## config.mk

```make
export PLATFORM = sky130hd
export DESIGN_NAME = jk_clock_divider
export DESIGN_NICKNAME = d
export VERILOG_FILES = /design/src/rtl/jk_clock_divider.sv
export SDC_FILE = /design/constraint.sdc
export NUM_CORES = 1
export LEC_CHECK = 0
export ABC_AREA = 1
export CORE_MARGIN = 5
export CORE_UTILIZATION = 51
export CTS_CLUSTER_DIAMETER = 80
export DETAILED_ROUTE_END_ITERATION = 8
export PLACE_DENSITY = 0.74
export SLEW_MARGIN = 20
export SYNTH_ARGS = -nofsm -noshare
export SYNTH_HDL_FRONTEND = slang
export SYNTH_SLANG_ARGS = --single-unit
```

## constraint.sdc

```tcl
create_clock -name clk -period 2.9 [get_ports clk]
set_clock_uncertainty 0.2 [all_clocks]
set_input_delay 0.58 -clock clk [delete_from_list [all_inputs] [get_ports clk]]
set_output_delay 0.58 -clock clk [all_outputs]
set_load 0.05 [all_outputs]
```

## src/rtl/jk_clock_divider.sv

```systemverilog
// jk_clock_divider: programmable divide-by-D tick/square generator with boundary-aligned divisor reload
module jk_clock_divider #(
  parameter int WIDTH       = 8,
  parameter int DEFAULT_DIV = 4
) (
  input  logic             clk,
  input  logic             reset,
  input  logic             en,
  input  logic             mode,
  input  logic [WIDTH-1:0] div_in,
  input  logic             div_load,
  output logic             div_ack,
  output logic             div_err,
  output logic             tick,
  output logic             q_out,
  output logic [WIDTH-1:0] count
);
  if (DEFAULT_DIV < 2 || DEFAULT_DIV > (2 ** WIDTH) - 1) begin : g_bad_div
    $error("jk_clock_divider: DEFAULT_DIV out of range");
  end
  logic [WIDTH-1:0] div_reg, pend_val, count_nx;
  logic [WIDTH:0]   half;
  logic             pend_flag, wrap, apply, ld_ok, tick_nx, q_nx;
  always_comb begin
    wrap     = count == div_reg - WIDTH'(1);
    apply    = pend_flag && (!en || wrap);
    ld_ok    = div_load && (div_in >= WIDTH'(2));
    half     = ({1'b0, div_reg} + (WIDTH+1)'(1)) >> 1;
    count_nx = apply ? '0 : !en ? count : wrap ? '0 : count + WIDTH'(1);
    tick_nx  = en && wrap;
    // square mode: J when the period restarts, K at ceil(D/2), hold otherwise
    q_nx     = !en ? q_out : !mode ? tick_nx : count_nx == '0 ? 1'b1 :
               {1'b0, count_nx} == half ? 1'b0 : q_out;
  end
  always_ff @(posedge clk or posedge reset) begin
    if (reset) begin
      count     <= '0;
      div_reg   <= WIDTH'(DEFAULT_DIV);
      pend_val  <= '0;
      pend_flag <= 1'b0;
      tick      <= 1'b0;
      q_out     <= 1'b0;
      div_ack   <= 1'b0;
      div_err   <= 1'b0;
    end else begin
      count     <= count_nx;
      tick      <= tick_nx;
      q_out     <= q_nx;
      div_ack   <= apply;
      div_err   <= div_load && !ld_ok;
      div_reg   <= apply ? pend_val : div_reg;
      pend_val  <= ld_ok ? div_in : pend_val;
      pend_flag <= ld_ok || (pend_flag && !apply);
    end
  end
endmodule

```

==> results of run 1 <==
-- per-stage QoR --
stage | power (mW) | instances | utilization (%) | setup WS [ns]
floorplan | 0.856 | 273 | - | 0.357
global placement | 0.953 | 345 | 61.1 | 0.0193
detailed placement | 0.961 | 345 | 61.1 | 0.00614
CTS | 1.29 | 353 | 63.4 | 0.214
global route | 1.37 | 353 | 63.7 | 0.0246
finish | 1.28 | 353 | 63.7 | 0.282
-- power groups by stage --
| stage | logic, mW | registers, mW | clock network, mW |
|---|---|---|---|
| final | 0.450 | 0.506 | 0.326 |
| after floorplan | 0.307 | 0.549 | 0 |
| after global placement | 0.442 | 0.512 | 0 |
| after global routing | 0.508 | 0.514 | 0.350 |
| after detailed placement | 0.448 | 0.513 | 0 |
| after CTS | 0.451 | 0.506 | 0.334 |
-- final timing paths --
kind                             startpoint    endpoint  slack [ns]  cells past startpoint
worst min-delay path            pend_val[7]  div_reg[7]        0.27                      2
worst max register to register   div_reg[0]       q_out        0.31                     19
min in group asynchronous             reset     div_ack        0.47                      3
max in group asynchronous             reset  div_reg[2]        1.72                      3
worst max-delay path                     en       q_out        0.28                     18
worst min register to register  pend_val[7]  div_reg[7]        0.27                      2
-- tightest hold or removal path: stages (launching register included) --
cell	delay, ns
sky130_fd_sc_hd__dfrtp_1	0.34
sky130_fd_sc_hd__nand2_1	0.05
sky130_fd_sc_hd__nand2_1	0.05
-- kinds of logic after synthesis --
family,Yosys count,share of synthesized area (%)
buf+inv,61,12.8
compound gates,19,4.99
xor+xnor,16,7.17
mux,1,0.576
simple gates,144,35.4
flops,29,37.2
fa+ha+maj,3,1.92
-- metal layers --
metal	vias up	part of all wire, %
met5	-	0
met1	728	45
li1	893	-
met2	27	50
met4	0	0.64
met3	4	4.2
-- layout make-up --
class	instances	area [µm²]	share of cell area [%]
multi-input combinational	183	992	42.2
tap	48	60.1	2.55
inverter	56	211	8.99
clock buffer	6	72.6	3.09
sequential	29	727	30.9
clock inverter	2	10.0	0.426
timing repair buffer	29	278	11.8
-- timing repair --
item,CTS,global route
endpoints found under the hold margin,0,0
gates resized for setup,0,3
setup endpoints to repair,0,1
-- placed cells by master, fill, tap and decap left out, drive strengths merged, types with 3 or more instances in the layout --
master / netlist / final
clkinv: 1 / 3
o21ai: 14 / 14
dfrtp: 28 / 28
buf: 4 / 5
clkbuf: 1 / 6
ha: 3 / 3
nand4: 4 / 4
a21oi: 4 / 4
clkdlybuf4s50: 0 / 24
nand3: 17 / 17
nand2: 90 / 90
nor2: 24 / 24
xnor2: 4 / 4
nand3b: 3 / 3
inv: 55 / 55
xor2: 12 / 12
nor3: 4 / 4
==> results.md, run 1 <==
* Status: completed
* Count of mapped cells out of synthesis at approximately 270
* Weighted congestion at the end of routability-driven global placement at 0.816
* Register share of total power at 39.5%
* HPWL Detailed at about 3 mm
* Global routing usage on met1 at about a fifth
* Cell-by-cell listing of the critical path: clkdlybuf4s50_1 -> nand4_1 -> or2_2 -> nor2_1 -> xor2_1 -> inv_1 -> nand2_1 -> inv_2 -> nand2_4 -> nand2_1 -> nand2_1 -> nand2_1 -> nor2_1 -> nand2_1 -> nand2_1 -> nand2_1 -> nand2_1 -> nand2_1
* Switching power total at between 400 and 500 µW
* Via density per instance at between 4 and 5
* Final Instance Area at around 0.0024 mm²
* MaxCap Viol Count at 0
* Clock insertion delay at the later pin of the skew report at roughly 0.28 ns
* Distinct cell type count of the synthesized netlist at 32
* Total Neg Setup Slack at 0 ns
* Maximum frequency from static timing analysis at approximately 380 MHz
* Total routing resource utilization after global routing at between 15 and 20%
* I/O pin total at 25
* Worst EP arrival at around 2.6 ns
* Vias in the first global route at between 1,500 and 2,000
* Number of DRC violations after detailed routing at 0
* Path class of the lowest-slack min-delay path: reg -> reg
* Fill cell total of the finished layout at about 340
* Share of the synthesized area in the top cell type at 35.8%
* WP data required at approximately 2.9 ns
* Proportion of total power due to net switching at a little under two fifths
* Critical path fanouts, max at 4
* Number of flops mapped to enable cells by yosys at 0
* Pin count of the biggest net entering global routing at 30
* Slew at the pin closest to its max-slew limit at slightly below 0.5 ns
* Hold Slack at 0.274 ns
* Post-route antenna net violation count at 0
* Worst path most repeated cell: sky130_fd_sc_hd__nand2_1
* Clock edge transition at the registers on the reported setup and hold paths at roughly 0.06 ns
* Area of the die at around 0.0052 mm²
* Chip Width at 71.9 µm
* Cell type of the slowest stage on the worst timing path: sky130_fd_sc_hd__clkdlybuf4s50_1
* Met3 GRT Util at 4.29%
* Yosys synthesis warning count at 0
* First-pass GRT wire length at between 6 and 7 mm
* Part of the Yosys area used for sequential elements at 37.2%
* Post-layout net count at 320
* Die boundary height at slightly above 70 µm
* Rows at 22
* Power density normalized to cell area at 545 mW/mm²
* Master cell of the clock root buffer: sky130_fd_sc_hd__clkbuf_8
* Static Leak at around 1.3 nW
* Signed area change from the synthesized netlist to the final layout at 20.2%
* Placed Instance Area at around 0.0023 mm²
* Clock network fraction of design power at 25.4%
* Headroom to the max-slew limit at 67.0%
* Fraction of final layout cells with drive strength greater than 1 at 13.4%
* Final critical-path share of the clock period at roughly 90%
* Critical path buffers and inverters at 3
* Met2 usage in global routing at between 20% and 30%
* Pins Over Slew Limit at 0
* Leading post-synthesis cells by cell area: sky130_fd_sc_hd__dfrtp_1 36%, sky130_fd_sc_hd__nand2_1 16%, sky130_fd_sc_hd__inv_1 9.2%, sky130_fd_sc_hd__xor2_1 5.4%, sky130_fd_sc_hd__nor2_1 4.0%
* Internal power at between 700 and 800 µW
* Category of the critical setup timing path: in -> reg
* Synth Area per Inst at just over 7 µm²
* Peak supply drop at ~0.00033 V
* Portion of total power attributed to combinational logic at a little over a third
* Primary flip-flop cell chosen by synthesis mapping: sky130_fd_sc_hd__dfrtp_1
* GRT Max-Usage Layer: met2
* Count of state elements after synthesis at 29
* Crit path launch type: input pin
* CTS tree: built
* Number of hold violations in the final report at 0
* Final Setup Violations at 0
* Delay-heaviest family, CP: simple AND/OR/NAND/NOR gates
* H-tree lvl count at 2
* Clock sink total at 29
* Post-cts hold buffer count at 0
* Number of buffers on the longest clock path at 2
* Synthesized cell area at 0.00196 mm²
* Detailed Route WL at roughly 3.9 mm
* CORE AREA at 0.00369 mm²
* RSZ-0062 raised after global routing: false
* Most instantiated library cell after synthesis: sky130_fd_sc_hd__nand2_1
* Post-Syn Nets at approximately 290
* Clock buffers created by TritonCTS at 5
* Total vias in the final route at about 1,700
* Maximum single-stage delay on the critical path at approximately 0.54 ns
* Total iterations of the first detailed-routing run at 4
* Number of antenna diodes at 0
* Initial antenna violation count at 0
* Port-buffer cells at 24
* Async set or reset register ratio after synthesis at between 90% and 100%
* Initial DRC count at 51
* Nature of the critical path endpoint: flip-flop
* Grt total ovfl at 0
* Starting density of the core at between 50 and 60%
* Post-CTS setup buffer count at 0
* Most common library cells after synthesis: 81 x sky130_fd_sc_hd__nand2_1, 48 x sky130_fd_sc_hd__inv_1, 28 x sky130_fd_sc_hd__dfrtp_1
* Cell taking the most area after synthesis: sky130_fd_sc_hd__dfrtp_1
* Average wire per cell in the routed design at about 11 µm
* Time the worst path needs with I/O delays and setup at 2.62 ns
Note: power is estimated with default switching activity, not from simulation.
==> run 2, diff against run 1 <==
- PLACE_DENSITY: 0.74 -> 0.82
==> run 2 against run 1 <==
Net effect: fmax is 1.7% lower; routed wire length is 4.3% higher; worst setup slack worse by 0.044 ns; critical path depth is 3 higher; power is 2.6% higher; register-to-register slack worse by 0.07 ns; critical endpoint unchanged; largest power group unchanged.
==> results.md, run 2 (synthesis gave the netlist of run 1 again) <==
* Status: completed
* Delay-heaviest family, CP: simple AND/OR/NAND/NOR gates
* Maximum frequency from static timing analysis at between 300 and 400 MHz
* Chip Width at 71.9 µm
* Peak supply drop at 0.000325 V
* Clock sink total at 29
* Total routing resource utilization after global routing at about 16%
* Average wire per cell in the routed design at 11.5 µm
* Total vias in the final route at around 1,700
* Worst EP arrival at 2.62 ns
* Cell type of the slowest stage on the worst timing path: sky130_fd_sc_hd__dfrtp_1
* H-tree lvl count at 2
* Detailed Route WL at 4.11 mm
* WP data required at roughly 2.9 ns
* Fraction of final layout cells with drive strength greater than 1 at approximately 15%
* Power density normalized to cell area at roughly 540 mW/mm²
* Initial DRC count at 94
* Post-layout net count at about 320
* Most frequent standard cell in the layout excluding fill and tap cells: sky130_fd_sc_hd__nand2_1
* Master cell of the clock root buffer: sky130_fd_sc_hd__clkbuf_8
* Starting density of the core at between 50% and 60%
* Post-route antenna net violation count at 0
* Critical path buffers and inverters at 3
* Signed area change from the synthesized netlist to the final layout at 23.5%
* Crit path depth at 21
* Clock insertion delay at the later pin of the skew report at ~0.28 ns
* Total iterations of the first detailed-routing run at 4
* Commonest cells after routing, fill and taps aside: 79 x sky130_fd_sc_hd__nand2_1, 48 x sky130_fd_sc_hd__inv_1, 28 x sky130_fd_sc_hd__dfrtp_1
* Port-buffer cells at 24
* Die boundary height at 71.9 µm
* Vias in the first global route at about 1,600
* RSZ-0062 raised after global routing: false
* Worst path most repeated cell: sky130_fd_sc_hd__nand2_1
* Setup ws final at about 0.24 ns
* Number of DRC violations after detailed routing at 0
* Clock buffers created by TritonCTS at 5
* MaxCap Viol Count at 0
* Category of the critical setup timing path: reg -> reg
* Hold path cells at 2
* Cell-by-cell listing of the critical path: inv_4 -> ha_4 -> inv_1 -> nand2_1 -> nand3_1 -> nor2_1 -> nand2_1 -> nor2_4 -> nand2_2 -> nand2_4 -> nand2_1 -> nand2_1 -> inv_2 -> nor2_1 -> nand3_1 -> nor2_2 -> nor2_1 -> nand2_1 -> nand2_1 -> nand2_1 -> nand2_1
* Initial antenna violation count at 0
* Clock edge transition at the registers on the reported setup and hold paths at roughly 0.060 ns
* Post-cts hold buffer count at 0
* Pins Over Slew Limit at 0
* Headroom to the max-slew limit at approximately two thirds
* Static Leak at 1.34 nW
* Number of buffers on the longest clock path at 2
* Number of antenna diodes at 0
* CORE AREA at 0.00369 mm²
* Critical path fanouts, max at 4
* Via density per instance at between 4 and 5
* Pin count of the biggest net entering global routing at 30
* HPWL Detailed at between 2 and 3 mm
* R2R cell count at 21
* Maximum single-stage delay on the critical path at between 0.4 and 0.5 ns
* Final Setup Violations at 0
* Fill cell total of the finished layout at roughly 350
* Number of hold violations in the final report at 0
* Grt total ovfl at 0
* Area of the die at between 0.005 and 0.006 mm²
* Placed Instance Area at about 0.0022 mm²
* Nature of the critical path endpoint: flip-flop
* Time the worst path needs with I/O delays and setup at 2.66 ns
* Worst Setup Slack post-DPL at -0.0322 ns
* I/O pin total at 25
* Slew at the pin closest to its max-slew limit at a little over 0.5 ns
* Rows at 22
* Final Instance Area at around 0.0024 mm²
* Final critical-path share of the clock period at between 90% and 100%
* Path class of the lowest-slack min-delay path: reg -> reg
* Weighted congestion at the end of routability-driven global placement at between 0.8 and 0.9
* CTS tree: built
* First-pass GRT wire length at 6.63 mm
* Crit path launch type: flip-flop
run 2: stage by stage:
stage	std cells	power (mW)	hold slack, ns	utilization, %	TNS, ns
after floorplan	273	0.856	0.242	-	0
after global placement	344	0.949	0.258	60.9	0
after detailed placement	344	0.962	0.262	60.9	-0.0322
after CTS	352	1.29	0.279	63.2	0
after global routing	357	1.41	0.311	65.5	0
final	357	1.32	0.272	65.5	0
run 2: layer usage:
metal	up-vias	GRT usage, %	share of wire (%)
met1	772	18.9	43
li1	896	-	-
met3	6	4.43	5.3
met2	38	29.3	51
met5	-	0	0
met4	0	5.64	0.83
run 2: worst paths after layout:
kind | from | end | slack, ns
worst max-delay path | div_reg[0] | q_out | 0.24
worst min-delay path | pend_val[7] | div_reg[7] | 0.27
worst max register to register | div_reg[0] | q_out | 0.24
worst min register to register | pend_val[7] | div_reg[7] | 0.27
max in group asynchronous | reset | div_reg[2] | 1.72
min in group asynchronous | reset | count[3] | 0.47
run 2: layout make-up:
class | count | area (µm²) | share of cell area (%)
flip-flops and latches | 29 | 727 | 30.1
inverters | 56 | 214 | 8.86
well taps | 48 | 60.1 | 2.49
clock buffers | 6 | 72.6 | 3.01
repair buffers | 32 | 300 | 12.4
clock inverters | 2 | 10.0 | 0.415
multi-input cells | 184 | 1030 | 42.7
run 2: what timing repair did:
| action | 4_1_cts | 5_1_grt |
|---|---|---|
| buffers inserted | 0 | 4 |
| gates resized for setup | 0 | 9 |
| endpoints found under the setup margin | 0 | 1 |
run 2: worst register-to-register path: cells and delay by family, from the launching register on:
kind	cells	cell delay (ns)
AND/OR/NAND/NOR	17	1.48
flip-flops	1	0.42
adder cells (fa/ha/maj)	1	0.27
buffers and inverters	3	0.17
run 2: power breakdown:
part	leakage (nW)	internal [mW]	total (mW)	switching, mW
Combinational	0.935	0.192	0.488	0.296
Clock	0.0450	0.166	0.318	0.152
Sequential	0.361	0.453	0.510	0.0574
==> run 3, diff against run 2 <==
==> constraint.sdc (replaced) <==
create_clock -name clk -period 2.9 [get_ports clk]
set_clock_uncertainty 0.2 [all_clocks]
set_input_delay 0.87 -clock clk [delete_from_list [all_inputs] [get_ports clk]]
set_output_delay 0.87 -clock clk [all_outputs]
set_load 0.05 [all_outputs]
==> run 3 against run 2 <==
Net effect: first-iteration DRC count down 32%; hold slack better by 0.014 ns; die area unchanged; count of clock-buffer cells in the layout unchanged; sequential power about the same; critical endpoint is now count[6]; largest cell class unchanged.
==> results.md, run 3 (synthesis gave the netlist of run 1 again) <==
* Maximum single-stage delay on the critical path at roughly 0.86 ns
* Pins Over Slew Limit at 0
* Slew at the pin closest to its max-slew limit at ~0.50 ns
* Grt total ovfl at 0
* Weighted congestion at the end of routability-driven global placement at just over 0.9
* Number of buffers on the longest clock path at 2
* Clock buffers created by TritonCTS at 5
* Placed Instance Area at roughly 0.0023 mm²
* Cell type of the slowest stage on the worst timing path: sky130_fd_sc_hd__clkdlybuf4s50_1
* Master cell of the clock root buffer: sky130_fd_sc_hd__clkbuf_8
* Cell-by-cell listing of the critical path: clkdlybuf4s50_1
* Worst EP arrival at 1.65 ns
* Initial antenna violation count at 0
* Static Leak at around 1.4 nW
* First-pass GRT wire length at between 6 and 7 mm
* Area of the die at ~0.0052 mm²
* Final Instance Area at roughly 0.0025 mm²
* Starting density of the core at about 53%
* Most frequent standard cell in the layout excluding fill and tap cells: sky130_fd_sc_hd__nand2_1
* Path class of the lowest-slack min-delay path: reg -> reg
* Post-cts hold buffer count at 0
* Clock edge transition at the registers on the reported setup and hold paths at 0.06 ns
* H-tree lvl count at 2
* Clock sink total at 29
* I/O pin total at 25
* Total iterations of the first detailed-routing run at 5
* Post-route antenna net violation count at 0
* Headroom to the max-slew limit at 66.6%
* MaxCap Viol Count at 0
* HPWL Detailed at ~3 mm
* Total Neg Setup Slack at 0 ns
* Via density per instance at between 4 and 5
* Signed area change from the synthesized netlist to the final layout at 27.3%
* Vias in the first global route at between 1,500 and 2,000
* Average wire per cell in the routed design at between 10 and 15 µm
* CORE AREA at 0.00369 mm²
* Number of DRC violations after detailed routing at 0
* Clock insertion delay at the later pin of the skew report at 0.28 ns
* Port-buffer cells at 24
* RSZ-0062 raised after global routing: false
* Category of the critical setup timing path: reg -> out
* Nature of the critical path endpoint: output port
* Total vias in the final route at between 1,500 and 2,000
* CTS tree: built
* Post-layout net count at 326
* Critical path buffers and inverters at 1
* Crit path launch type: flip-flop
* Number of hold violations in the final report at 0
* Chip Width at approximately 70 µm
* Final Setup Violations at 0
* Fraction of final layout cells with drive strength greater than 1 at between 10% and 20%
* Total routing resource utilization after global routing at between 10% and 20%
* WP data required at about 1.8 ns
* Delay-heaviest family, CP: buffers and inverters
* Peak supply drop at around 0.00035 V
* Time the worst path needs with I/O delays and setup at about 2.7 ns
* Rows at 22
* Pin count of the biggest net entering global routing at 30
* Commonest cells after routing, fill and taps aside: 79 x sky130_fd_sc_hd__nand2_1, 48 x sky130_fd_sc_hd__inv_1, 28 x sky130_fd_sc_hd__dfrtp_1
* Power density normalized to cell area at just under 600 mW/mm²
* Maximum frequency from static timing analysis at between 300 and 400 MHz
* Initial DRC count at 64
* Number of antenna diodes at 0
* Die boundary height at a little over 70 µm
* Status: completed
* Detailed Route WL at 4.19 mm
* Final critical-path share of the clock period at a little over nine tenths
* Critical path fanouts, max at 6
[run 3: cell types whose count changed in the layout (fill, tap and decap cells not counted), sizes merged]
cell | previous run | this run
nand2 | 91 | 90
clkdlybuf4s50 | 24 | 23
clkinv | 3 | 1
buf | 8 | 11
bufinv | 0 | 1
dlymetal6s2s | 0 | 1
clkinvlp | 0 | 1
[run 3: path summary, 6_finish.rpt]
path / start / end / slack (ns) / cells after the start
max in group asynchronous: reset / div_reg[2] / 1.44 / 3
min in group asynchronous: reset / pend_val[4] / 0.75 / 3
min reg2reg: pend_val[5] / pend_val[5] / 0.29 / 2
max reg2reg: div_reg[0] / q_out / 0.24 / 20
max: count[6] / count[6] / 0.18 / 1
min: pend_val[5] / pend_val[5] / 0.29 / 2
[run 3: what timing repair did]
action | CTS | global route
buffers inserted | 0 | 2
setup endpoints to repair | 0 | 1
gates resized for setup | 0 | 16
[run 3: layer usage]
layer	vias to the layer above	GRT usage (%)	part of all wire, %
met3	6	4.71	6.4
li1	900	-	-
met1	759	19.9	44
met5	-	0	0
met2	44	28.9	49
met4	0	6.05	1.1
[run 3: final cells by class]
class | instances | area (µm²)
Clock buffer | 6 | 82.6
Clock inverter | 2 | 37.5
Fill cell | 323 | 1200
Inverter | 56 | 214
Multi-Input combinational cell | 183 | 1040
Sequential cell | 29 | 727
Tap cell | 48 | 60.1
Timing Repair Buffer | 35 | 325
[run 3: stage by stage]
step / cells / setup slack, ns / hold WS, ns / utilization, % / total power, mW
after detailed placement: 349 / -0.250 / 0.274 / 61.9 / 0.966
final: 359 / 0.178 / 0.287 / 67.5 / 1.44
after floorplan: 273 / 0.257 / 0.242 / - / 0.856
after CTS: 357 / 0.0366 / 0.290 / 65.2 / 1.41
after global routing: 359 / 0.0178 / 0.328 / 67.5 / 1.53
after global placement: 349 / -0.204 / 0.256 / 61.9 / 0.954
[run 3: where the power goes]
group          switching, mW  internal [mW]  total [mW]
logic                  0.300          0.187       0.487
registers             0.0564          0.453       0.509
clock network          0.160          0.279       0.439
[run 3: worst min-delay path: stages (launching register included)]
cell,delay [ns]
sky130_fd_sc_hd__dfrtp_1,0.34
sky130_fd_sc_hd__nand2_1,0.05
sky130_fd_sc_hd__o21ai_0,0.06
